**src/rtl/rvc_asap_cr_ctrl.sv**
```systemverilog
// Control-register block: 7-segment, LED and cursor registers, synchronized switches,
// and debounced push-buttons with sticky rising-edge event flags.
module rvc_asap_cr_ctrl #(
    parameter int unsigned NUM_SEG7     = 6,
    parameter int unsigned LED_W        = 10,
    parameter int unsigned NUM_BTN      = 2,
    parameter int unsigned SW_W         = 10,
    parameter int unsigned DEBOUNCE_CYC = 16,
    parameter logic [31:0] CR_BASE      = 32'h2000
) (
    input  logic                  Clock,
    input  logic                  Rst,
    input  logic                  CrWrEn,
    input  logic                  CrRdEn,
    input  logic [31:0]           CrAddr,
    input  logic [31:0]           CrWrData,
    output logic [31:0]           CrRdData,
    input  logic [NUM_BTN-1:0]    Button,
    input  logic [SW_W-1:0]       Switch,
    output logic [7*NUM_SEG7-1:0] Seg7,
    output logic [LED_W-1:0]      Led,
    output logic [31:0]           CursorH,
    output logic [31:0]           CursorV
);

    localparam int unsigned    CNT_W   = $clog2(DEBOUNCE_CYC) + 1;
    localparam logic [CNT_W-1:0] CNT_MAX = CNT_W'(DEBOUNCE_CYC - 1);

    localparam logic [5:0] IDX_LED = 6'd16;
    localparam logic [5:0] IDX_LVL = 6'd17;
    localparam logic [5:0] IDX_EVT = 6'd18;
    localparam logic [5:0] IDX_SW  = 6'd19;
    localparam logic [5:0] IDX_CH  = 6'd20;
    localparam logic [5:0] IDX_CV  = 6'd21;

    logic [6:0]         seg_q [NUM_SEG7];
    logic [LED_W-1:0]   led_q;
    logic [31:0]        cur_h_q, cur_v_q, rd_data_q;
    logic [NUM_BTN-1:0] btn_s1_q, btn_s2_q, lvl_q, lvl_d, evt_q, evt_d, evt_clr;
    logic [SW_W-1:0]    sw_s1_q, sw_s2_q;
    logic [CNT_W-1:0]   cnt_q [NUM_BTN];
    logic [CNT_W-1:0]   cnt_d [NUM_BTN];

    logic       hit, wr_hit;
    logic [5:0] widx;
    logic [31:0] rd_val;
    logic [1:0] unused_addr_lsb;

    assign hit             = (CrAddr[31:8] == CR_BASE[31:8]);
    assign wr_hit          = CrWrEn && hit;
    assign widx            = CrAddr[7:2];
    assign unused_addr_lsb = CrAddr[1:0];

    // Read mux works on current state, so a same-cycle write returns the old value.
    always_comb begin
        rd_val = '0;
        if (hit) begin
            for (int i = 0; i < NUM_SEG7; i++) begin
                if (widx == 6'(i)) rd_val = 32'(seg_q[i]);
            end
            case (widx)
                IDX_LED: rd_val = 32'(led_q);
                IDX_LVL: rd_val = 32'(lvl_q);
                IDX_EVT: rd_val = 32'(evt_q);
                IDX_SW:  rd_val = 32'(sw_s2_q);
                IDX_CH:  rd_val = cur_h_q;
                IDX_CV:  rd_val = cur_v_q;
                default: ;
            endcase
        end
    end

    always_comb begin
        lvl_d = lvl_q;
        for (int b = 0; b < NUM_BTN; b++) begin
            cnt_d[b] = '0;
            if (btn_s2_q[b] != lvl_q[b]) begin
                if (cnt_q[b] >= CNT_MAX) lvl_d[b] = btn_s2_q[b];
                else                     cnt_d[b] = cnt_q[b] + CNT_W'(1);
            end
        end
    end

    // A rising debounced edge overrides a same-cycle clear.
    always_comb begin
        evt_clr = (wr_hit && widx == IDX_EVT) ? CrWrData[NUM_BTN-1:0] : '0;
        evt_d   = (evt_q & ~evt_clr) | (lvl_d & ~lvl_q);
    end

    always_ff @(posedge Clock) begin
        if (Rst) begin
            for (int i = 0; i < NUM_SEG7; i++) seg_q[i] <= '0;
            for (int b = 0; b < NUM_BTN; b++) cnt_q[b] <= '0;
            led_q     <= '0;
            cur_h_q   <= '0;
            cur_v_q   <= '0;
            rd_data_q <= '0;
            btn_s1_q  <= '0;
            btn_s2_q  <= '0;
            sw_s1_q   <= '0;
            sw_s2_q   <= '0;
            lvl_q     <= '0;
            evt_q     <= '0;
        end else begin
            btn_s1_q <= Button;
            btn_s2_q <= btn_s1_q;
            sw_s1_q  <= Switch;
            sw_s2_q  <= sw_s1_q;
            lvl_q    <= lvl_d;
            evt_q    <= evt_d;
            for (int b = 0; b < NUM_BTN; b++) cnt_q[b] <= cnt_d[b];
            if (CrRdEn) rd_data_q <= rd_val;
            if (wr_hit) begin
                for (int i = 0; i < NUM_SEG7; i++) begin
                    if (widx == 6'(i)) seg_q[i] <= CrWrData[6:0];
                end
                case (widx)
                    IDX_LED: led_q   <= CrWrData[LED_W-1:0];
                    IDX_CH:  cur_h_q <= CrWrData;
                    IDX_CV:  cur_v_q <= CrWrData;
                    default: ;
                endcase
            end
        end
    end

    for (genvar g = 0; g < NUM_SEG7; g++) begin : g_seg
        assign Seg7[7*g +: 7] = seg_q[g];
    end

    assign Led      = led_q;
    assign CursorH  = cur_h_q;
    assign CursorV  = cur_v_q;
    assign CrRdData = rd_data_q;

endmodule

```
**config.mk**
```make
export PLATFORM = sky130hd
export DESIGN_NAME = rvc_asap_cr_ctrl
export DESIGN_NICKNAME = d
export VERILOG_FILES = /design/src/rtl/rvc_asap_cr_ctrl.sv
export SDC_FILE = /design/constraint.sdc
export NUM_CORES = 1
export LEC_CHECK = 0
export BUFFER_PORTS_ARGS = -buffer_cell sky130_fd_sc_hd__buf_2
export CELL_PAD_IN_SITES_DETAIL_PLACEMENT = 2
export CELL_PAD_IN_SITES_GLOBAL_PLACEMENT = 2
export CORE_MARGIN = 4
export CORE_UTILIZATION = 33
export DETAILED_ROUTE_END_ITERATION = 6
export PLACE_DENSITY = 0.92
export SLEW_MARGIN = 10
export SYNTH_ARGS = -nofsm -noshare
export SYNTH_HDL_FRONTEND = slang
export SYNTH_SLANG_ARGS = --single-unit
```
**constraint.sdc**
```tcl
create_clock -name Clock -period 2.93 [get_ports Clock]
set_input_delay 0.1465 -clock Clock [delete_from_list [all_inputs] [get_ports Clock]]
set_output_delay 0.1465 -clock Clock [all_outputs]
set_load 0.01 [all_outputs]
```
After elaboration in Yosys (flattened, before gate mapping)
Memory sizes are Yosys's and may differ from the RTL's. Cells that the tools add are included.

Logic and storage cells: 101. Memories: 2. Register bits: 134. Output and inout bits: 148. Memory bits (writable): 52. Bits of input ports: 80.

Memories: seg_q (depth 6, width 7, read ports 6, clocked after memory_dff 0, wr ports 6, line 36) `logic [6:0] seg_q [NUM_SEG7];`; cnt_q (depth 2, width 5, read ports 2, clocked after memory_dff 0, wr ports 2, line 41) `logic [CNT_W-1:0] cnt_q [NUM_BTN];`.

Add/sub/neg operators: 2. Bitwise gates (word level): 13. Equality and inequality tests: 14. Mux-type cells: 52. Reduce and logical (&&, ||, !) cells: 6. $lt $le $gt $ge: 2.

Operator list (number): $mux 32 (6); $pmux 32 s6 (1); $mux 7 (7); $eq 6x5->1 const B (6); $mux 1 (31); $mux 5 (6); $eq 24x6->1 const B (1); $eq 6x2->1 const B (2); $eq 6x3->1 const B (2); $add 5x1->5 const B (2); $ge 5x4->1 const B (2); $or 1x1->1 (8); $eq 6x1->1 const B (1); $logic_not 6->1 (1); $reduce_and 2->1 (3); $and 2x2->2 (2); $not 2->2 (2); $logic_and 1x1->1 (2); $mux 2 (1); $ne 1x1->1 (2); $or 2x2->2 (1).

Longest topological paths before layout
Gate-level depths: netlist (run 1).

Word-level depth: 9. Depth in mapped cells: 8. Gate-level depth less buffers: 7.

Least setup slack after synthesis (run 1)
OpenSTA, ideal clock, no wires.

Path type: input to register. From: input CrAddr[3]. To: memory seg_q[4][0], enable pin. Arrival: 1385 ps. Path buffers: 2. Stages: 5. Path slack: 1173 ps. Data required time: 2559 ps. Cell sequence: buf_2 buf_1 nor2_1 nand2_1 o21bai_1.

RTL lines: start, declared (line 15) `input logic [31:0] CrAddr,`; end, declared (line 36).

==> results of run 1 <==
==> sequential cells by signal (all words and copies together) (netlist names) <==
name      cells
seg_q        42
CrRdData     32
CursorH      32
CursorV      32
Led          10
cnt_q        10
sw_s1_q      10
sw_s2_q      10
btn_s1_q      2
btn_s2_q      2
evt_q         2
lvl_q         2
==> cell families (layout without fill, tap and decap cells) <==
family,after synthesis,in the layout,synth area share (%)
simple gates,365,365,23.4
flops,186,186,53.1
compound gates,169,169,14.3
buf+inv,60,323,3.43
mux,26,26,4.62
fa+ha+maj,4,4,0.641
xor+xnor,4,4,0.449
other cells,0,3,0
==> final cells by class <==
type | instances | area, um^2 | share of cell area, %
multi-input cells | 568 | 3400 | 33.2
diodes | 3 | 7.51 | 0.0733
inverters | 6 | 22.5 | 0.220
well taps | 319 | 399 | 3.90
clock inverters | 15 | 158 | 1.54
repair buffers | 285 | 1690 | 16.5
clock buffers | 17 | 425 | 4.15
flip-flops and latches | 186 | 4140 | 40.4
==> cells in the mapped netlist (5+ instances only) <==
master	n
a22o_1	24
nand3_1	12
mux2i_1	18
a221oi_1	6
a211oi_1	8
o21ai_1	6
a21oi_1	83
and4_1	6
a22oi_1	6
a21o_1	8
nor2_1	56
nor2b_1	52
dfxtp_1	144
mux4_2	8
buf_2	19
inv_1	5
and2_1	44
nand4_1	7
nor4_1	5
a21oi_2	10
nand2_1	151
nor2_2	10
edfxtp_1	42
clkbuf_1	30
==> metal layers <==
metal | vias up | global-route usage [%] | wire, um
met5 | - | 0 | 7
li1 | 3337 | - | -
met3 | 102 | 4.42 | 1830
met4 | 2 | 12.7 | 1660
met1 | 3776 | 29.2 | 13400
met2 | 291 | 46.7 | 17700
==> critical path: stages <==
cell	delay (ns)
buf_2	0.10
nor4_1	0.44
and4b_1	0.49
and3_1	0.25
and2_1	0.25
a21o_1	0.40
==> path summary, 6_finish.rpt <==
kind,from,end,slack (ns)
setup reg to reg,cnt_q[0][0],cnt_q[0][3],1.03
setup / recovery,CrAddr[12],seg_q[1][5],0.95
hold / removal,CrWrData[31],CursorV[31],0.05
hold reg to reg,btn_s1_q[1],btn_s2_q[1],0.45
==> where the power goes <==
| part | switching [uW] | internal, uW |
|---|---|---|
| Combinational | 225 | 150 |
| Sequential | 30.6 | 2660 |
| Clock | 1160 | 1210 |
==> per-stage QoR <==
step / instances / cell area (um^2) / power [uW] / hold WS (ns)
final: 1399 / 10200 / 5440 / 0.0492
after global routing: 1399 / 10200 / 5590 / 0.0488
after CTS: 1396 / 10200 / 5440 / 0.0123
after detailed placement: 1328 / 9300 / 3080 / 0.363
after global placement: 1328 / 9300 / 3060 / 0.363
after floorplan: 814 / 7800 / 2890 / 0.275
==> results.yml, run 1 <==
timing:
  grt_setup_unrepaired: "no"
  hold_violations: 0
  drv_slew: 0
  clock_skew_ns: 0.0136
  timing.final.crit_share_pct: 67.5
  fin_ws_ns: 0.953
  fin_crit_ns: 1.98
  fin_setup_tns_ns: 0
  tightest_slew_ns: 0.681
  clock.fmax_ghz: 0.506
  slew_headroom_pct: 54.3
  setup_violations: 0
worst_setup_path:
  crit_arrival_ns: 2.08
  cp-start-kind: "primary input"
  worstPathRequired_ns: 3.03
  worst-path-max-fanout: 9
  r2r_cells: 7
  critPathCaptureType: "flip-flop"
  path_class: "primary input to flip-flop"
finish:
  final_nets: 1148
  syn_to_final_growth_pct: 31.3
  layout-drive-gt1-share_pct: 29.3
  most-common-layout-cells: "buf_2, nand2_1, dfxtp_1"
  final_util_pct: 43.8
  final_common_cell: "buf_2"
  nFillCells: 2578
drt:
  dr.pass1.iters: 4
  vias: 7508
  drt_wl_total_mm: 34.6
  viasPerCell: 5.37
  drtIter0Drc: 425
  routedWlPerCell_um: 24.8
  drc: 0
  postRouteAntennaNets: 0
synthesis:
  synth.distinct_cells: 55
  ys_seq_elements: 186
  synth_cells: 814
  async_reset_ff_share_pct: 0
  synthTopCellsByArea: "dfxtp_1, edfxtp_1, nand2_1"
  syn_nets: 898
  syn_area_um2: 7800
  synth_area_per_cell_um2: 9.59
  yosys.area.top_type: "dfxtp_1"
  synth_edf_count: 42
  ys_seq_area_share_pct: 53.1
  synth-warning-count: 0
  ys.flop_type: "dfxtp_1"
  yosysTopAreaCellShare_pct: 36.9
grt:
  grt_max_degree: 104
  antenna_found_initial: 4
  grt_pass1_wl_mm: 51.7
  overflow: 0
  grt_pass1_vias: 8347
  grtUsageTotal_pct: 25.8
clock_tree:
  cts_sinks: 186
  cts-root-buf: "clkbuf_16"
  cts_setup_buffers: 0
  cts_buffers: 17
  clockBufferDepth: 2
  holdBufCountCts: 36
  h-tree-depth: 4
  cts_tree: "done"
  clk_pin_slew_worst_paths_ns: 0.08
  clk_latency_ns: 0.44
  cts_resized: 0
placement:
  dp_slack_ns: 0.530
  gp_congestion: 0.825
  portBuffers: 225
  dp_hpwl_mm: 23.1
die:
  core_area_um2: 23400
  ios: 228
  rows: 56
  initial_core_util_pct: 33.3
  die_width_um: 162
  die_y_um: 162
  dieArea_um2: 26200
power:
  p_per_area_nw_per_um2: 531
  leakagePower_uw: 0.00425
  ir_drop_uv: 335
min_path:
  worstHoldPathCells: 3
  min_path_type: "primary input to flip-flop"
flow_run:
  maxCapViolations: 0
outcome:
  status: "finished clean"
Power figures use the tool's default switching activity.
==> inputs of run 2 (changes only) <==
--- a/config.mk
+++ b/config.mk
@@ -9,9 +9,9 @@
 export CELL_PAD_IN_SITES_DETAIL_PLACEMENT = 2
 export CELL_PAD_IN_SITES_GLOBAL_PLACEMENT = 2
 export CORE_MARGIN = 4
-export CORE_UTILIZATION = 33
+export CORE_UTILIZATION = 28
 export DETAILED_ROUTE_END_ITERATION = 6
-export PLACE_DENSITY = 0.92
+export PLACE_DENSITY = 0.84
 export SLEW_MARGIN = 10
 export SYNTH_ARGS = -nofsm -noshare
 export SYNTH_HDL_FRONTEND = slang
==> constraint.sdc (replaced) <==
create_clock -name Clock -period 1.6 [get_ports Clock]
set_input_delay 0.08 -clock Clock [delete_from_list [all_inputs] [get_ports Clock]]
set_output_delay 0.08 -clock Clock [all_outputs]
set_load 0.01 [all_outputs]
==> run 2 against run 1 <==
  * The flow now finishes with violations (setup timing)
  * Clock-buffer cell count did not move
  * Global-route usage decreased by 3.5 points
  * Highest routed layer is now met4
  * Combinational power up 110%
  * Cell area grew 7.4%
  * Sequential cell count did not move
  * Critical path type is now flip-flop to flip-flop
  * Non-clock buffer count is 57 higher
  * Largest power group unchanged
  * Critical path depth is 1 higher
==> results.yml, run 2 (synthesis results as in run 1) <==
outcome:
  status: "finished, violations left"
  violations: "setup timing"
worst_setup_path:
  reg2reg_from: "cnt_q[0][1]"
  r2r-end: "cnt_q[0][2]"
  worstPathCellList: "ha_4 -> and3_4 -> ha_4 -> nor2_4 -> nand2_2 -> or3_4 -> nor2_1"
  r2r_cells: 7
  endpoint: "cnt_q[0][2]"
  cp_num_buf_inv: 0
  path_class: "flip-flop to flip-flop"
  cp-start-kind: "flip-flop"
  critPathTopFamily: "simple AND/OR/NAND/NOR gates"
  crit_arrival_ns: 1.97
  slowest_stage: "or3_4"
  worstPathRequired_ns: 1.97
  critPathCaptureType: "flip-flop"
  path_depth: 7
  slowest_delay_ns: 0.42
  critPathLaunch: "cnt_q[0][1]"
  regToRegSetupSlack_ns: -0.005
  cp_common_cell: "ha_4"
  worst-path-max-fanout: 5
finish:
  final_nets: 1205
  layout-drive-gt1-share_pct: 35.4
  final_common_cell: "buf_2"
  final_cells: 1508
  nFillCells: 3007
  syn_to_final_growth_pct: 41.0
  largest_reg_flops: 42
  most-common-layout-cells: "buf_2, nand2_1, dfxtp_1"
  top_register: "seg_q"
  multi_input_area_um2: 3550
  final_util_pct: 40.5
  regArea_um2: 4150
power:
  p_clk_share_pct: 42.8
  ir_drop_uv: 552
  p_total_uw: 9980
  p_int_uw: 7300
  leakagePower_uw: 0.00458
  sw_frac_of_total_pct: 26.8
  p_seq_share_pct: 49.4
  power_frac_comb_pct: 7.8
  p_per_area_nw_per_um2: 907
  switching_power_uw: 2680
clock_tree:
  clk_latency_ns: 0.44
  cts_tree: "done"
  h-tree-depth: 4
  clockBufferDepth: 2
  clk_pin_slew_worst_paths_ns: 0.08
  cts_buffers: 17
  cts-root-buf: "clkbuf_16"
  cts_sinks: 186
grt:
  overflow: 0
  grt_max_degree: 67
  antenna_found_initial: 2
  grt_pass1_wl_mm: 52.2
  grt_pass1_vias: 8600
  grtUsageTotal_pct: 22.2
drt:
  postRouteAntennaNets: 0
  vias: 7525
  dr.pass1.iters: 6
  drt_wl_total_mm: 34.9
  drc: 0
  drtIter0Drc: 457
  viasPerCell: 4.99
  routedWlPerCell_um: 23.2
min_path:
  min_path_type: "primary input to flip-flop"
placement:
  dp_hpwl_mm: 24.5
  portBuffers: 225
  dp_slack_ns: -0.606
  gp_congestion: 0.807
  dpl.cell_count: 1431
die:
  die_y_um: 175
  die_width_um: 175
  ios: 228
  dieArea_um2: 30600
  core_area_um2: 27200
  rows: 60
  initial_core_util_pct: 28.7
flow_run:
  maxCapViolations: 0
timing:
  clock_skew_ns: 0.0148
  timing.final.crit_share_pct: 100
  hold_violations: 0
  fin_crit_ns: 1.60
  drv_slew: 0
  slew_headroom_pct: 70.2
  setup_violations: 9
  fin_ws_ns: -0.00484
  fin_setup_tns_ns: -0.0240
  tightest_slew_ns: 0.447
  clock.fmax_ghz: 0.623
  grt_setup_unrepaired: "yes"
-- run 2: stage by stage --
| step | hold WS (ns) | area, um^2 |
|---|---|---|
| 2_1_floorplan | 0.208 | 7810 |
| 3_3_place_gp | 0.297 | 9850 |
| 3_5_place_dp | 0.298 | 9850 |
| 4_1_cts | 0.00581 | 10900 |
| 5_1_grt | 0.0285 | 11000 |
| 6_report | 0.0276 | 11000 |
-- run 2: worst register-to-register path: stages (launching register included) --
cell and delay (ns):
dfxtp_2 0.34, ha_4 0.15, and3_4 0.19, ha_4 0.16
nor2_4 0.09, nand2_2 0.07, or3_4 0.42, nor2_1 0.10
-- run 2: routing by layer --
metal  up-vias  GRT usage [%]  share of wire [%]
met3        81           4.39                4.0
met4         0           12.2                4.8
li1       3446              -                  -
met2       237           39.6                 51
met1      3761           24.9                 40
met5         -              0                  0
-- run 2: cell type report --
type	count	area share, %
Tap cell	372	4.23
Sequential cell	186	37.7
Antenna cell	2	0.0455
Clock inverter	15	1.40
Multi-Input combinational cell	568	32.3
Clock buffer	17	3.87
Timing Repair Buffer	342	20.3
Inverter	6	0.205
-- run 2: timing repair --
action,in CTS,in global routing
resized for setup,16,23
hold endpoints to repair,68,0
pin swaps,10,13
endpoints found under the setup margin,14,46
hold buffers,39,0
setup buffers,1,3
-- run 2: power groups by stage --
stage / registers (uW) / logic [uW] / clock network [uW]
after floorplan: 5040 / 245 / 0
after global placement: 5030 / 645 / 0
after detailed placement: 5040 / 676 / 0
after CTS: 4930 / 765 / 4380
after global routing: 4940 / 828 / 4560
final: 4930 / 778 / 4270
-- run 2: how the worst min path moves through the flow --
stage                      from           to  slack (ns)  cells past startpoint
floorplan             Button[0]  btn_s1_q[0]        0.21                      1
global placement      Switch[3]   sw_s1_q[3]        0.30                      2
detailed placement    Switch[0]   sw_s1_q[0]        0.30                      2
CTS                 CrWrData[6]   CursorV[6]       0.006                      3
global route        CrWrData[6]   CursorV[6]        0.03                      3
finish              CrWrData[6]   CursorV[6]        0.03                      3
==> inputs of run 3 (changes only) <==
--- a/config.mk
+++ b/config.mk
@@ -9,9 +9,9 @@
 export CELL_PAD_IN_SITES_DETAIL_PLACEMENT = 2
 export CELL_PAD_IN_SITES_GLOBAL_PLACEMENT = 2
 export CORE_MARGIN = 4
-export CORE_UTILIZATION = 28
+export CORE_UTILIZATION = 31
 export DETAILED_ROUTE_END_ITERATION = 6
-export PLACE_DENSITY = 0.84
+export PLACE_DENSITY = 0.88
 export SLEW_MARGIN = 10
 export SYNTH_ARGS = -nofsm -noshare
 export SYNTH_HDL_FRONTEND = slang
==> constraint.sdc (replaced) <==
create_clock -name Clock -period 1.8 [get_ports Clock]
set_input_delay 0.09 -clock Clock [delete_from_list [all_inputs] [get_ports Clock]]
set_output_delay 0.09 -clock Clock [all_outputs]
set_load 0.01 [all_outputs]
==> run 3 against run 2 <==
  * Largest power group unchanged
  * Critical path depth did not move
  * Critical path type unchanged
  * Register-to-register slack improved by 0.07 ns
  * Clock power shrank 14%
  * The run now ends clean
  * Power shrank 13%
  * Maximum frequency shrank 7.4%
==> results.yml, run 3 (synthesis results as in run 1) <==
timing:
  setup_violations: 0
  drv_slew: 0
  timing.hold.ws_ns: 0.0312
  timing.final.crit_share_pct: 96.3
  clock_skew_ns: 0.0129
  clock.fmax_ghz: 0.577
  slew_headroom_pct: 57.4
  tightest_slew_ns: 0.624
  hold_violations: 0
  fin_crit_ns: 1.73
finish:
  layout-drive-gt1-share_pct: 32.0
  most-common-layout-cells: "buf_2, nand2_1, dfxtp_1"
  nFillCells: 2680
  syn_to_final_growth_pct: 35.5
  largest_reg_flops: 42
  final_common_cell: "buf_2"
  top_register: "seg_q"
  final_cells: 1444
  final_nets: 1186
power:
  ir_drop_uv: 477
  leakagePower_uw: 0.00443
  p_per_area_nw_per_um2: 824
  p_total_uw: 8710
drt:
  drt_wl_total_mm: 33.5
  viasPerCell: 5.22
  drtIter0Drc: 412
  routedWlPerCell_um: 23.2
  vias: 7533
  postRouteAntennaNets: 0
  dr.pass1.iters: 4
  drc: 0
clock_tree:
  clockBufferDepth: 2
  clk_pin_slew_worst_paths_ns: 0.08
  h-tree-depth: 4
  cts_tree: "done"
  cts_setup_buffers: 0
  clk_latency_ns: 0.44
  cts-root-buf: "clkbuf_16"
  cts_sinks: 186
  cts_buffers: 17
grt:
  antenna_found_initial: 4
  overflow: 0
  grtUsageTotal_pct: 23.4
  grt_max_degree: 84
  grt_pass1_wl_mm: 51.0
  grt_pass1_vias: 8339
die:
  rows: 57
  ios: 228
  core_area_um2: 24500
  die_y_um: 167
  dieArea_um2: 27800
  initial_core_util_pct: 31.8
  die_width_um: 167
min_path:
  min_to: "CursorH[4]"
  min_path_type: "primary input to flip-flop"
  min_from: "CrWrData[4]"
  worstHoldPathCells: 3
worst_setup_path:
  reg2reg_from: "cnt_q[0][0]"
  critPathCaptureType: "flip-flop"
  crit_arrival_ns: 2.10
  r2r-end: "cnt_q[0][4]"
  worst-path-max-fanout: 5
  cp-start-kind: "flip-flop"
  r2r_cells: 7
  path_class: "flip-flop to flip-flop"
  regToRegSetupSlack_ns: 0.07
  worstPathRequired_ns: 2.16
  critPathLaunch: "cnt_q[0][0]"
flow_run:
  maxCapViolations: 0
placement:
  dp_hpwl_mm: 23.3
  portBuffers: 225
  dpl.cell_count: 1370
  gp_congestion: 0.826
outcome:
  status: "finished clean"
[run 3: cell count changes in the layout (fill, tap and decap cells not counted), moves of 4 or more]
cell and delta:
buf_4 -12, ha_4 -4, nor2_1 +9, buf_12 -5
nor2_4 -4, nor2_2 -5
[run 3: power breakdown]
group	leakage, uW	total [uW]	internal, uW	switching (uW)
Clock	0.000263	3680	1830	1860
Combinational	0.00261	645	279	366
Sequential	0.00156	4380	4330	48.9
Total	0.00443	8710	6440	2270
[run 3: stage by stage]
step           setup WS (ns)  TNS (ns)  cell area [um^2]  utilization (%)
6_report              0.0665         0             10600             43.1
3_3_place_gp          -0.159     -4.67              9620             39.2
3_5_place_dp          -0.273    -16.65              9620             39.2
4_1_cts               0.0393         0             10600             43.0
5_1_grt             -0.00611   -0.0122             10600             43.1
2_1_floorplan          0.100         0              7800                -
[run 3: worst max-delay path by stage]
| stage | endpoint | slack, ns |
|---|---|---|
| 6_report | cnt_q[0][4] | 0.07 |
| 5_1_grt | cnt_q[0][3] | -0.006 |
| 4_1_cts | cnt_q[0][8] | 0.04 |
| 3_5_place_dp | seg_q[1][0] | -0.27 |
| 3_3_place_gp | seg_q[3][3] | -0.16 |
| 2_1_floorplan | seg_q[4][0] | 0.1 |
[run 3: cell type report]
type | count | area, um^2 | share of cell area [%]
multi-input cells | 568 | 3410 | 32.3
inverters | 6 | 22.5 | 0.213
repair buffers | 323 | 2020 | 19.1
clock inverters | 14 | 124 | 1.17
clock buffers | 18 | 429 | 4.06
diodes | 5 | 12.5 | 0.118
well taps | 324 | 405 | 3.83
flip-flops and latches | 186 | 4150 | 39.2
[run 3: timing repair]
item	4_1_cts	5_1_grt
hold buffers	37	0
gates cloned	0	0
endpoints found under the hold margin	65	0
resized for setup	2	4
pin swaps	0	1
endpoints found under the setup margin	5	10
[run 3: routing by layer]
layer	vias to the layer above	wire length, um	track usage (%)
met4	0	1210	11.0
met2	255	16900	40.4
li1	3416	-	-
met3	63	1750	4.55
met1	3799	13600	28.2
met5	-	0	0
[run 3: worst max-delay path: stages (launching register included)]
cell and delay (ns):
dfxtp_1 0.35, ha_1 0.23, and3_1 0.19, ha_1 0.19
nor2_1 0.12, nand2_2 0.10, or3_4 0.37, nor2_1 0.12
